--- src/rtl/hardroc_readout_ctrl.sv ---
// HARDROC readout controller.
// Fires the ASIC readout strobe on a sequencer request, waits (optionally bounded) for TRANSMITON,
// packs the serial DOUT stream MSB-first into DATA_WIDTH-bit words for the USB FIFO, flushes a
// trailing partial word left-aligned, and closes with a single-cycle EndReadout pulse.
module hardroc_readout_ctrl #(
    parameter int DATA_WIDTH      = 16,
    parameter int START_PULSE_LEN = 4
) (
    input  logic                  Clk,
    input  logic                  reset_n,
    input  logic                  StartReadout,
    input  logic                  TRANSMITON,
    input  logic                  DOUT,
    input  logic                  FifoFull,
    input  logic [15:0]           TimeoutCycles,
    output logic                  START_READOUT,
    output logic                  EndReadout,
    output logic [DATA_WIDTH-1:0] ParallelData,
    output logic                  ParallelDataValid,
    output logic [15:0]           WordCount,
    output logic                  ReadoutTimeout,
    output logic                  FifoOverflow
);

    // Bit counter must hold DATA_WIDTH itself for the left-align shift amount.
    localparam int BW = $clog2(DATA_WIDTH + 1);
    localparam int PW = $clog2(START_PULSE_LEN + 1);

    typedef enum logic [2:0] {
        S_IDLE    = 3'd0,
        S_START   = 3'd1,
        S_WAIT_TX = 3'd2,
        S_SHIFT   = 3'd3,
        S_FLUSH   = 3'd4,
        S_DONE    = 3'd5
    } state_t;

    state_t                  state_q;
    logic [DATA_WIDTH-1:0]   shreg_q;
    logic [BW-1:0]           bitcnt_q;
    logic [PW-1:0]           pulse_q;
    logic [15:0]             tmo_q;
    logic                    start_readout_q;
    logic                    end_readout_q;
    logic [DATA_WIDTH-1:0]   pdata_q;
    logic                    pvalid_q;
    logic [15:0]             wcount_q;
    logic                    timeout_q;
    logic                    overflow_q;

    logic [DATA_WIDTH-1:0]   shift_word_s;
    logic                    word_done_s;
    logic                    flush_s;
    logic                    emit_s;
    logic [DATA_WIDTH-1:0]   emit_word_s;
    logic [15:0]             wcount_inc_s;
    logic [15:0]             tmo_next_s;

    // Move a partial word of n valid LSBs up to the MSB end, zero-filling below.
    function automatic logic [DATA_WIDTH-1:0] left_align(input logic [DATA_WIDTH-1:0] w,
                                                         input logic [BW-1:0]         n);
        logic [BW-1:0] sh;
        sh = BW'(DATA_WIDTH) - n;
        return w << sh;
    endfunction

    // Word assembly, emission decision and saturating counter increments.
    always_comb begin
        shift_word_s = {shreg_q[DATA_WIDTH-2:0], DOUT};
        word_done_s  = 1'b0;
        flush_s      = 1'b0;
        if (state_q == S_SHIFT) begin
            if (TRANSMITON) begin
                word_done_s = (bitcnt_q == BW'(DATA_WIDTH - 1));
            end else begin
                flush_s = (bitcnt_q != {BW{1'b0}});
            end
        end else begin
            word_done_s = 1'b0;
            flush_s     = 1'b0;
        end
        emit_s = word_done_s | flush_s;
        if (word_done_s) begin
            emit_word_s = shift_word_s;
        end else begin
            emit_word_s = left_align(shreg_q, bitcnt_q);
        end
        if (wcount_q == 16'hFFFF) begin
            wcount_inc_s = 16'hFFFF;
        end else begin
            wcount_inc_s = wcount_q + 16'd1;
        end
        if (tmo_q == 16'hFFFF) begin
            tmo_next_s = 16'hFFFF;
        end else begin
            tmo_next_s = tmo_q + 16'd1;
        end
    end

    // Readout sequencing FSM with all outputs registered.
    always_ff @(posedge Clk) begin
        if (!reset_n) begin
            state_q         <= S_IDLE;
            shreg_q         <= {DATA_WIDTH{1'b0}};
            bitcnt_q        <= {BW{1'b0}};
            pulse_q         <= {PW{1'b0}};
            tmo_q           <= 16'd0;
            start_readout_q <= 1'b0;
            end_readout_q   <= 1'b0;
            pdata_q         <= {DATA_WIDTH{1'b0}};
            pvalid_q        <= 1'b0;
            wcount_q        <= 16'd0;
            timeout_q       <= 1'b0;
            overflow_q      <= 1'b0;
        end else begin
            pvalid_q      <= 1'b0;
            end_readout_q <= 1'b0;

            // A word is always presented on ParallelData; only the strobe and count depend on room.
            if (emit_s) begin
                pdata_q <= emit_word_s;
                if (!FifoFull) begin
                    pvalid_q <= 1'b1;
                    wcount_q <= wcount_inc_s;
                end else begin
                    overflow_q <= 1'b1;
                end
            end

            case (state_q)
                S_IDLE: begin
                    if (StartReadout) begin
                        state_q         <= S_START;
                        start_readout_q <= 1'b1;
                        pulse_q         <= {PW{1'b0}};
                        wcount_q        <= 16'd0;
                        timeout_q       <= 1'b0;
                        overflow_q      <= 1'b0;
                        shreg_q         <= {DATA_WIDTH{1'b0}};
                        bitcnt_q        <= {BW{1'b0}};
                        tmo_q           <= 16'd0;
                    end
                end
                S_START: begin
                    if (pulse_q == PW'(START_PULSE_LEN - 1)) begin
                        start_readout_q <= 1'b0;
                        tmo_q           <= 16'd0;
                        state_q         <= S_WAIT_TX;
                    end else begin
                        pulse_q <= pulse_q + PW'(1);
                    end
                end
                S_WAIT_TX: begin
                    if (TRANSMITON) begin
                        // The first TRANSMITON cycle already carries the first data bit.
                        shreg_q  <= shift_word_s;
                        bitcnt_q <= BW'(1);
                        state_q  <= S_SHIFT;
                    end else if ((TimeoutCycles != 16'd0) && (tmo_next_s == TimeoutCycles)) begin
                        timeout_q     <= 1'b1;
                        end_readout_q <= 1'b1;
                        state_q       <= S_DONE;
                    end else begin
                        tmo_q <= tmo_next_s;
                    end
                end
                S_SHIFT: begin
                    if (TRANSMITON) begin
                        shreg_q <= shift_word_s;
                        if (word_done_s) begin
                            bitcnt_q <= {BW{1'b0}};
                        end else begin
                            bitcnt_q <= bitcnt_q + BW'(1);
                        end
                    end else begin
                        // Any partial word is emitted by the shared emit path on this edge.
                        state_q <= S_FLUSH;
                    end
                end
                S_FLUSH: begin
                    bitcnt_q      <= {BW{1'b0}};
                    end_readout_q <= 1'b1;
                    state_q       <= S_DONE;
                end
                S_DONE: begin
                    state_q <= S_IDLE;
                end
                default: begin
                    start_readout_q <= 1'b0;
                    state_q         <= S_IDLE;
                end
            endcase
        end
    end

    assign START_READOUT     = start_readout_q;
    assign EndReadout        = end_readout_q;
    assign ParallelData      = pdata_q;
    assign ParallelDataValid = pvalid_q;
    assign WordCount         = wcount_q;
    assign ReadoutTimeout    = timeout_q;
    assign FifoOverflow      = overflow_q;

endmodule

--- config.mk ---
export PLATFORM = sky130hd
export DESIGN_NAME = hardroc_readout_ctrl
export DESIGN_NICKNAME = d
export VERILOG_FILES = /design/src/rtl/hardroc_readout_ctrl.sv
export SDC_FILE = /design/constraint.sdc
export NUM_CORES = 1
export LEC_CHECK = 0
export ABC_AREA = 1
export BUFFER_PORTS_ARGS = -buffer_cell sky130_fd_sc_hd__buf_2
export CAP_MARGIN = 20
export CORE_MARGIN = 8
export CORE_UTILIZATION = 36
export DETAILED_ROUTE_END_ITERATION = 16
export PLACE_DENSITY_LB_ADDON = 0.2
export SYNTH_ARGS = -nofsm -noshare
export SYNTH_HDL_FRONTEND = slang
export SYNTH_SLANG_ARGS = --single-unit
--- constraint.sdc ---
create_clock -name Clk -period 2.61 [get_ports Clk]
set_input_delay 0.261 -clock Clk [delete_from_list [all_inputs] [get_ports Clk]]
set_output_delay 0.261 -clock Clk [all_outputs]
set_load 0.005 [all_outputs]
-- Yosys cells after proc, flatten, opt, wreduce, memory -nomap -nowiden
Cells that the tools add are included.
- add/sub/neg operators: 5
- equality and inequality tests: 21
- shift-type cells: 1
- mux-type cells: 47
- bitwise operators: 2
- reduce and logical (&&, ||, !) cells: 19
- operators by type and width (operator ; number):
    2-to-1 mux 16 bit ; 12
    case mux 16 bit (3 select lines) ; 1
    adder 16 x 1 -> 16 bit, second input constant ; 2
    == test 16 bit, second input constant ; 2
    case mux 16 bit (2 select lines) ; 1
    2-to-1 mux 3 bit ; 7
    2-to-1 mux 5 bit ; 4
    case mux 5 bit (4 select lines) ; 1
    inequality test 2 bit, second input constant ; 9
    == test 16 bit ; 1
    2-to-1 mux 1 bit ; 16
    nonzero test 16 bit ; 1
    left shift 16 x 5 -> 16 bit ; 1
    case mux 3 bit (5 select lines) ; 1
    AND reduction 4 bit ; 3
    == test 3 x 2 -> 1 bit, second input constant ; 3
    AND reduction 3 bit ; 3
    == test 3 bit, second input constant ; 2
    case mux 3 bit (2 select lines) ; 1
    nonzero test 2 bit ; 3
    adder 5 x 1 -> 5 bit, second input constant ; 1
    == test 5 x 4 -> 1 bit, second input constant ; 1
    AND reduction 5 bit ; 1
    nonzero test 5 bit ; 1
    other kinds (16) ; 17
- bits in registers: 80
- input bits: 22
- output and inout port bits: 37
- word-level logic and storage cells: 107

-- Depth between registers and ports, before layout
Gate-level depths: netlist (run 1).
- word-level depth: 7
- depth in mapped cells: 17
- depth with buffers taken out: 17

-- Least setup slack after synthesis (run 1)
Ideal clock, no wire load.
- path type: flip-flop to flip-flop
- start: register bitcnt_q[0]
- end: register wcount_q[10], in the netlist WordCount[10]
- setup time: 0.123 ns
- arrival: 2.265 ns
- required time: 2.487 ns
- slack: 0.223 ns
- cell stages (with the launch flop): 17
- buffers on the path: 1
- clock period less this slack: 2.387 ns
- path through: dfxtp_1 buf_2 clkinv_1 ha_1 nand2_1 nor2_1 ha_1 o21ai_2 inv_2 nor2_4 inv_2 nor2_2 inv_1 nor2_1 o21ai_0 a21oi_1 nor2_1
- longest elaborated chain between the ends: 7
- elaborated cells on any way between the ends: 10
- classes of those cells: eq/ne: 1; mux: 7; bitwise: 1; reduce/logical: 1
- RTL lines (element ; line ; RTL):
    start, declared ; 40 ; logic [BW-1:0] bitcnt_q;
    start signal, assigned ; 105 ; bitcnt_q <= {BW{1'b0}};
    start signal, assigned ; 140 ; bitcnt_q <= {BW{1'b0}};
    start signal, assigned ; 171 ; bitcnt_q <= {BW{1'b0}};
    == test 5 x 4 -> 1 bit or nonzero test 5 bit (tied branches) ; 74, 76 ;
    2-to-1 mux 1 bit ; 73 ; if (TRANSMITON) begin
    2-to-1 mux 1 bit ; 72 ; if (state_q == S_SHIFT) begin
    OR 1 bit (*) ; 82 ; emit_s = word_done_s | flush_s;
    2-to-1 mux 16 bit (*) ; 120 ; if (emit_s) begin
    2-to-1 mux 16 bit ; 132 ; if (StartReadout) begin
    2-to-1 mux 16 bit (*) ; 130 ; case (state_q)
    end signal, assigned ; 124 ; wcount_q <= wcount_inc_s;
    end, declared ; 47 ; logic [15:0] wcount_q;
Every way passes the cells marked *; elsewhere a longest branch is shown, timed or not.
A chain may end at the register's enable or synchronous reset.

-- Worst setup path after layout (run 1)
- start: register tmo_q[1]
- end: register tmo_q[6]
- longest elaborated chain between the ends: 6
- elaborated cells on any way between the ends: 10
- classes of those cells: add/sub: 1; eq/ne: 3; mux: 4; reduce/logical: 2
- RTL lines (element ; line ; RTL):
    start, declared ; 42 ; logic [15:0] tmo_q;
    start signal, assigned ; 164 ; tmo_q <= tmo_next_s;
    adder 16 x 1 -> 16 bit or == test 16 bit (tied branches) ; 96, 93 ;
    2-to-1 mux 16 bit (*) ; 93 ; if (tmo_q == 16'hFFFF) begin
    == test 16 bit ; 159 ; end else if ((TimeoutCycles != 16'd0) && (tmo_next_s == TimeoutCycles)) begin
    logical AND 1 bit ; 159 ;
    inequality test 2 bit (no source line) ; n/a ;
    AND reduction 5 bit (no source line) ; n/a ;
Every way passes the cells marked *; elsewhere a longest branch is shown, timed or not. The select of a mux whose other input is x is not followed.

==> impl_metrics.yaml, run 1 <==
timing:
  final-hold-violation-count: 0
  fin_crit_sh_pct: 92.5
  tightest_slew_ps: 604
  setup_violations: 0
  fin_ws_ps: 196
  skew_ps: 7.25
  slew-limit-headroom_pct: 59.6
  final_max_slew_viol_count: 0
  fmax_ghz: 0.414
  period_minus_slack_ps: 2410
  holdWs_ps: 224
clock_network:
  clock_latency_ps: 340
  clock-sinks: 80
  cts_tree: "done"
  hold_buffers: 0
  cts_made_buffers: 9
  cts.htree.levels: 3
  clkSlewWorstSetupHoldPaths_ps: 60
  clockBufferDepth: 2
  root_buffer: "clkbuf_16"
synth:
  ys_seq_area_share_pct: 29.9
  netlist_area_um2: 5360
  synth_top_area_share_pct: 29.9
  syn_avg_cell_area_um2: 6.31
  async_flop_share_pct: 0
  syn_nets: 879
  synth_cell_types: 44
  synth-edff-count: 0
  ys_ff_latch: 80
  synthTopCellsByArea: "dfxtp_1, nand2_1, inv_1, nand3_1, a21oi_1"
  synth_largest_area_cell: "dfxtp_1"
  ys.flop_type: "dfxtp_1"
  ys_warn_count: 0
  synthCells: 849
final_layout:
  nets: 945
  final_cell_mix: "nand2_1, inv_1, nor2_1"
  drive_above_1_share_pct: 14.6
  syn2layout_area_growth_pct: 17.3
  final_common_cell: "nand2_1"
  final.fill_count: 1573
  diodes: 0
  stdcell_area_um2: 6280
  finalCoreUtilization_pct: 43.2
placed_design:
  dpl-instance-area_um2: 5890
  gp_congestion: 0.902
  pre_cts_ws_ps: 59.0
  io_buffers: 58
  hpwl_mm: 11.6
setup_path:
  critical_path.max_fanout: 25
  cpPeakStageDelay_ps: 370
  startpoint_type: "flip-flop"
  crit_family: "simple AND/OR/NAND/NOR gates"
  cp_num_buf_inv: 1
  cp_data_required_time_ps: 2840
  cp_data_arrival_time_ps: 2640
  path_class: "flip-flop to flip-flop"
  path_cells: "ha_1, nand3_4, nor2_4, nand2_4, nand2_2, nand2_1, nand2_1, nand3_1, nor2_1, nand2_1, nor2_4, buf_12, nand3_4, a21oi_1, nor2_1"
  cp_slowest_cell: "dfxtp_1"
  critPathMostFrequentCell: "nand2_1"
  end_kind: "flip-flop"
grt:
  grt_overflow_total: 0
  grt_usage_pct: 16.5
  grt_max_degree: 36
  grt_antenna_before_repair: 0
  grt_pass1_wl_mm: 25.2
  grt_pass1_vias: 5098
power_and_ir_drop:
  p_switching_mw: 3.05
  pwr-share-clk_pct: 19.2
  swShare_pct: 47.3
  p_comb_share_pct: 53.5
  power.total_mw: 6.45
  ir_drop_uv: 425
  power.density_nw_per_um2: 1030
  seqPwrFrac_pct: 27.3
  leakage_nw: 2.94
  power.internal_mw: 3.40
drt:
  drc_errors: 0
  drt_iter0_drc: 366
  via_per_inst: 5.06
  vias: 5583
  dr.pass1.iters: 5
  antenna_left: 0
  wl_per_cell_um: 14.3
  drt_wl_total_mm: 15.8
floorplan:
  pin_count: 59
  die_w_um: 138
  rows: 44
  core_um2: 14500
  die_area_um2: 19000
  die_y_um: 138
  start_util_pct: 36.9
outcome:
  status: "finished clean"
flow_run:
  cap_violations: 0
hold_path:
  hold_path_class: "input port to flip-flop"
==> synthesized netlist by cell type, drive strengths merged, types with 13 or more instances <==
cell type  number
inv           117
o21ai          48
nand4          21
dfxtp          80
nor2           95
clkbuf         16
nand3          91
buf            13
a21oi          65
nand2         210
==> path summary, 6_finish.rpt <==
path	start	endpoint	slack, ps	cells past startpoint
max	tmo_q[1]	tmo_q[6]	200	15
min	DOUT	shreg_q[0]	220	3
max reg2reg	tmo_q[1]	tmo_q[6]	200	15
min reg2reg	ReadoutTimeout	ReadoutTimeout	460	2
==> worst reg2reg max path, stage by stage (launching register included) <==
cell and delay, ps:
dfxtp_1 370, ha_1 240, nand3_4 130, nor2_4 180
nand2_4 190, nand2_2 150, nand2_1 50, nand2_1 50
nand3_1 70, nor2_1 120, nand2_1 100, nor2_4 140
buf_12 140, nand3_4 140, a21oi_1 170, nor2_1 60
==> through the flow <==
step	instances	TNS (ps)
floorplan	849	0
global placement	1083	0
detailed placement	1083	0
CTS	1099	0
global route	1104	-4.70
finish	1104	0
==> kinds of logic after synthesis <==
family	count (synthesis)	share of synthesized area [%]
simple gates	434	36.3
compound gates	159	17.2
buf+inv	149	11.4
flops	80	29.9
xor+xnor	13	2.27
fa+ha+maj	8	1.87
mux	6	1.12
==> sequential cells by signal, summed over array words and instances, names as in the netlist <==
name / cells
WordCount: 16
EndReadout: 1
ParallelData: 16
shreg_q: 16
START_READOUT: 1
state_q: 3
pulse_q: 3
FifoOverflow: 1
ParallelDataValid: 1
ReadoutTimeout: 1
bitcnt_q: 5
tmo_q: 16
==> metal layers <==
layer | routed length (um) | vias up | GRT usage, % | part of all wire [%]
met2 | 6960 | 124 | 25.3 | 44
met4 | 308 | 0 | 7.16 | 2.0
met1 | 7800 | 2498 | 22.3 | 49
met3 | 697 | 20 | 2.75 | 4.4
met5 | 0 | - | 0 | 0
li1 | - | 2941 | - | -
==> timing repair <==
item	CTS	global route
endpoints found under the setup margin	0	16
gates resized for setup	0	6
buffers inserted	0	2
==> power groups by stage <==
stage          clock, mW  combinational [mW]  sequential [mW]
6_report            1.24                3.45             1.76
5_1_grt             1.34                3.87             1.80
4_1_cts             1.28                3.38             1.75
3_5_place_dp           0                3.36             1.78
3_3_place_gp           0                3.37             1.78
2_1_floorplan          0                2.52             1.71
==> layout make-up <==
cell class,instances,area [um^2],area share [%]
Clock inverter,6,60.1,0.956
Timing Repair Buffer,81,488,7.77
Inverter,120,450,7.17
Multi-Input combinational cell,623,3220,51.3
Tap cell,184,230,3.66
Clock buffer,10,229,3.64
Sequential cell,80,1600,25.5
No activity file was read; power rests on OpenSTA's default activity.
==> run 2: changes to the inputs <==
==> constraint.sdc (replaced) <==
create_clock -name Clk -period 2.8 [get_ports Clk]
set_input_delay 0.28 -clock Clk [delete_from_list [all_inputs] [get_ports Clk]]
set_output_delay 0.28 -clock Clk [all_outputs]
set_load 0.005 [all_outputs]
==> run 2 against run 1 <==
- wire length shrank 1.4%
- final cell count shrank 0.82%
- clock-buffer cell count up 1
- hold slack gained 14 ps
- via count is 0.25% lower
==> impl_metrics.yaml, run 2 (synthesis gave the netlist of run 1 again) <==
setup_path:
  end_kind: "flip-flop"
  startpoint_type: "flip-flop"
  cp_data_arrival_time_ps: 2830
  cp_data_required_time_ps: 3030
  critical_path.max_fanout: 25
  path_class: "flip-flop to flip-flop"
final_layout:
  finish.cell_count_without_fillers: 1095
  nets: 936
  syn2layout_area_growth_pct: 16.3
  final.fill_count: 1605
  final_common_cell: "nand2_1"
  final_cell_mix: "nand2_1, inv_1, nor2_1"
  finalCoreUtilization_pct: 42.8
  diodes: 0
  drive_above_1_share_pct: 13.6
drt:
  wl_per_cell_um: 14.2
  vias: 5569
  antenna_left: 0
  drc_errors: 0
  drt_wl_total_mm: 15.6
  dr.pass1.iters: 5
  drt_iter0_drc: 422
  via_per_inst: 5.09
grt:
  grt_overflow_total: 0
  grt_usage_pct: 16.5
  grt_max_degree: 36
  grt_pass1_vias: 5033
  grt_pass1_wl_mm: 25.4
  grt_antenna_before_repair: 0
timing:
  fin_crit_sh_pct: 92.8
  rsz0062_at_grt: "no"
  slew-limit-headroom_pct: 58.7
  fmax_ghz: 0.385
  tightest_slew_ps: 618
  finalSetupTns_ps: 0
  period_minus_slack_ps: 2600
  skew_ps: 8.21
  setup_violations: 0
  final_max_slew_viol_count: 0
  final-hold-violation-count: 0
floorplan:
  start_util_pct: 36.9
  die_w_um: 138
  die_y_um: 138
  die_area_um2: 19000
  core_um2: 14500
  rows: 44
  pin_count: 59
placed_design:
  placed_cells: 1077
  io_buffers: 58
  hpwl_mm: 11.6
  gp_congestion: 0.889
clock_network:
  cts_made_buffers: 9
  hold_buffers: 0
  cts_tree: "done"
  clkSlewWorstSetupHoldPaths_ps: 60
  clock_latency_ps: 340
  root_buffer: "clkbuf_16"
  cts.htree.levels: 3
  clock-sinks: 80
  post-cts-setup-buffers: 0
  clockBufferDepth: 2
flow_run:
  cap_violations: 0
power_and_ir_drop:
  ir_drop_uv: 516
  leakage_nw: 2.92
  power.density_nw_per_um2: 984
outcome:
  status: "finished clean"
hold_path:
  hold_path_class: "input port to flip-flop"
run 2: routing by layer:
layer / vias up / GRT usage [%] / share of wire, % / wire, um
li1: 2919 / - / - / -
met5: - / 0 / 0 / 0
met2: 114 / 25.7 / 45 / 6940
met3: 11 / 3.15 / 4.3 / 666
met1: 2525 / 22.6 / 50 / 7790
met4: 0 / 4.60 / 0.98 / 152
run 2: path summary, 6_finish.rpt:
| kind | start | end | slack [ps] | depth (start not counted) |
|---|---|---|---|---|
| hold / removal | DOUT | shreg_q[0] | 240 | 3 |
| setup / recovery | tmo_q[0] | tmo_q[4] | 200 | 14 |
| hold reg to reg | ReadoutTimeout | ReadoutTimeout | 470 | 2 |
| setup reg to reg | tmo_q[0] | tmo_q[4] | 200 | 14 |
run 2: final cells by class:
class / instances / area [um^2] / share of cell area, %
clock buffers: 11 / 243 / 3.90
inverters: 120 / 450 / 7.23
repair buffers: 73 / 403 / 6.47
multi-input cells: 622 / 3200 / 51.3
flip-flops and latches: 80 / 1600 / 25.7
well taps: 184 / 230 / 3.70
clock inverters: 5 / 104 / 1.67
run 2: power breakdown:
group,switching (mW),internal [mW],leakage (nW)
Sequential,0.273,1.38,0.651
Combinational,2.07,1.04,2.10
Clock,0.470,0.896,0.170
run 2: stage by stage:
| stage | setup slack, ps | power [mW] | instance area, um^2 | hold slack, ps |
|---|---|---|---|---|
| after global routing | 5.99 | 6.66 | 6230 | 247 |
| after floorplan | 413 | 3.94 | 5360 | 436 |
| after global placement | 176 | 4.75 | 5840 | 460 |
| final | 202 | 6.13 | 6230 | 238 |
| after CTS | 159 | 6.13 | 6190 | 215 |
| after detailed placement | 172 | 4.73 | 5840 | 463 |
run 2: critical path, cell delays in order, from the launching register on:
cell and delay (ps):
dfxtp_1 420, ha_1 260, nand3_4 130, nor2_4 180
nand2_4 180, nand2_1 190, nand2_1 70, nand2_1 50
nand3_1 60, nor2_1 140, nand2_1 110, nor2_4 190
nand3_4 240, a21oi_1 200, nor2_1 60
run 2: what timing repair did:
item / CTS / global route
gates resized for setup: 0 / 3
hold endpoints to repair: 0 / 0
endpoints found under the setup margin: 0 / 16
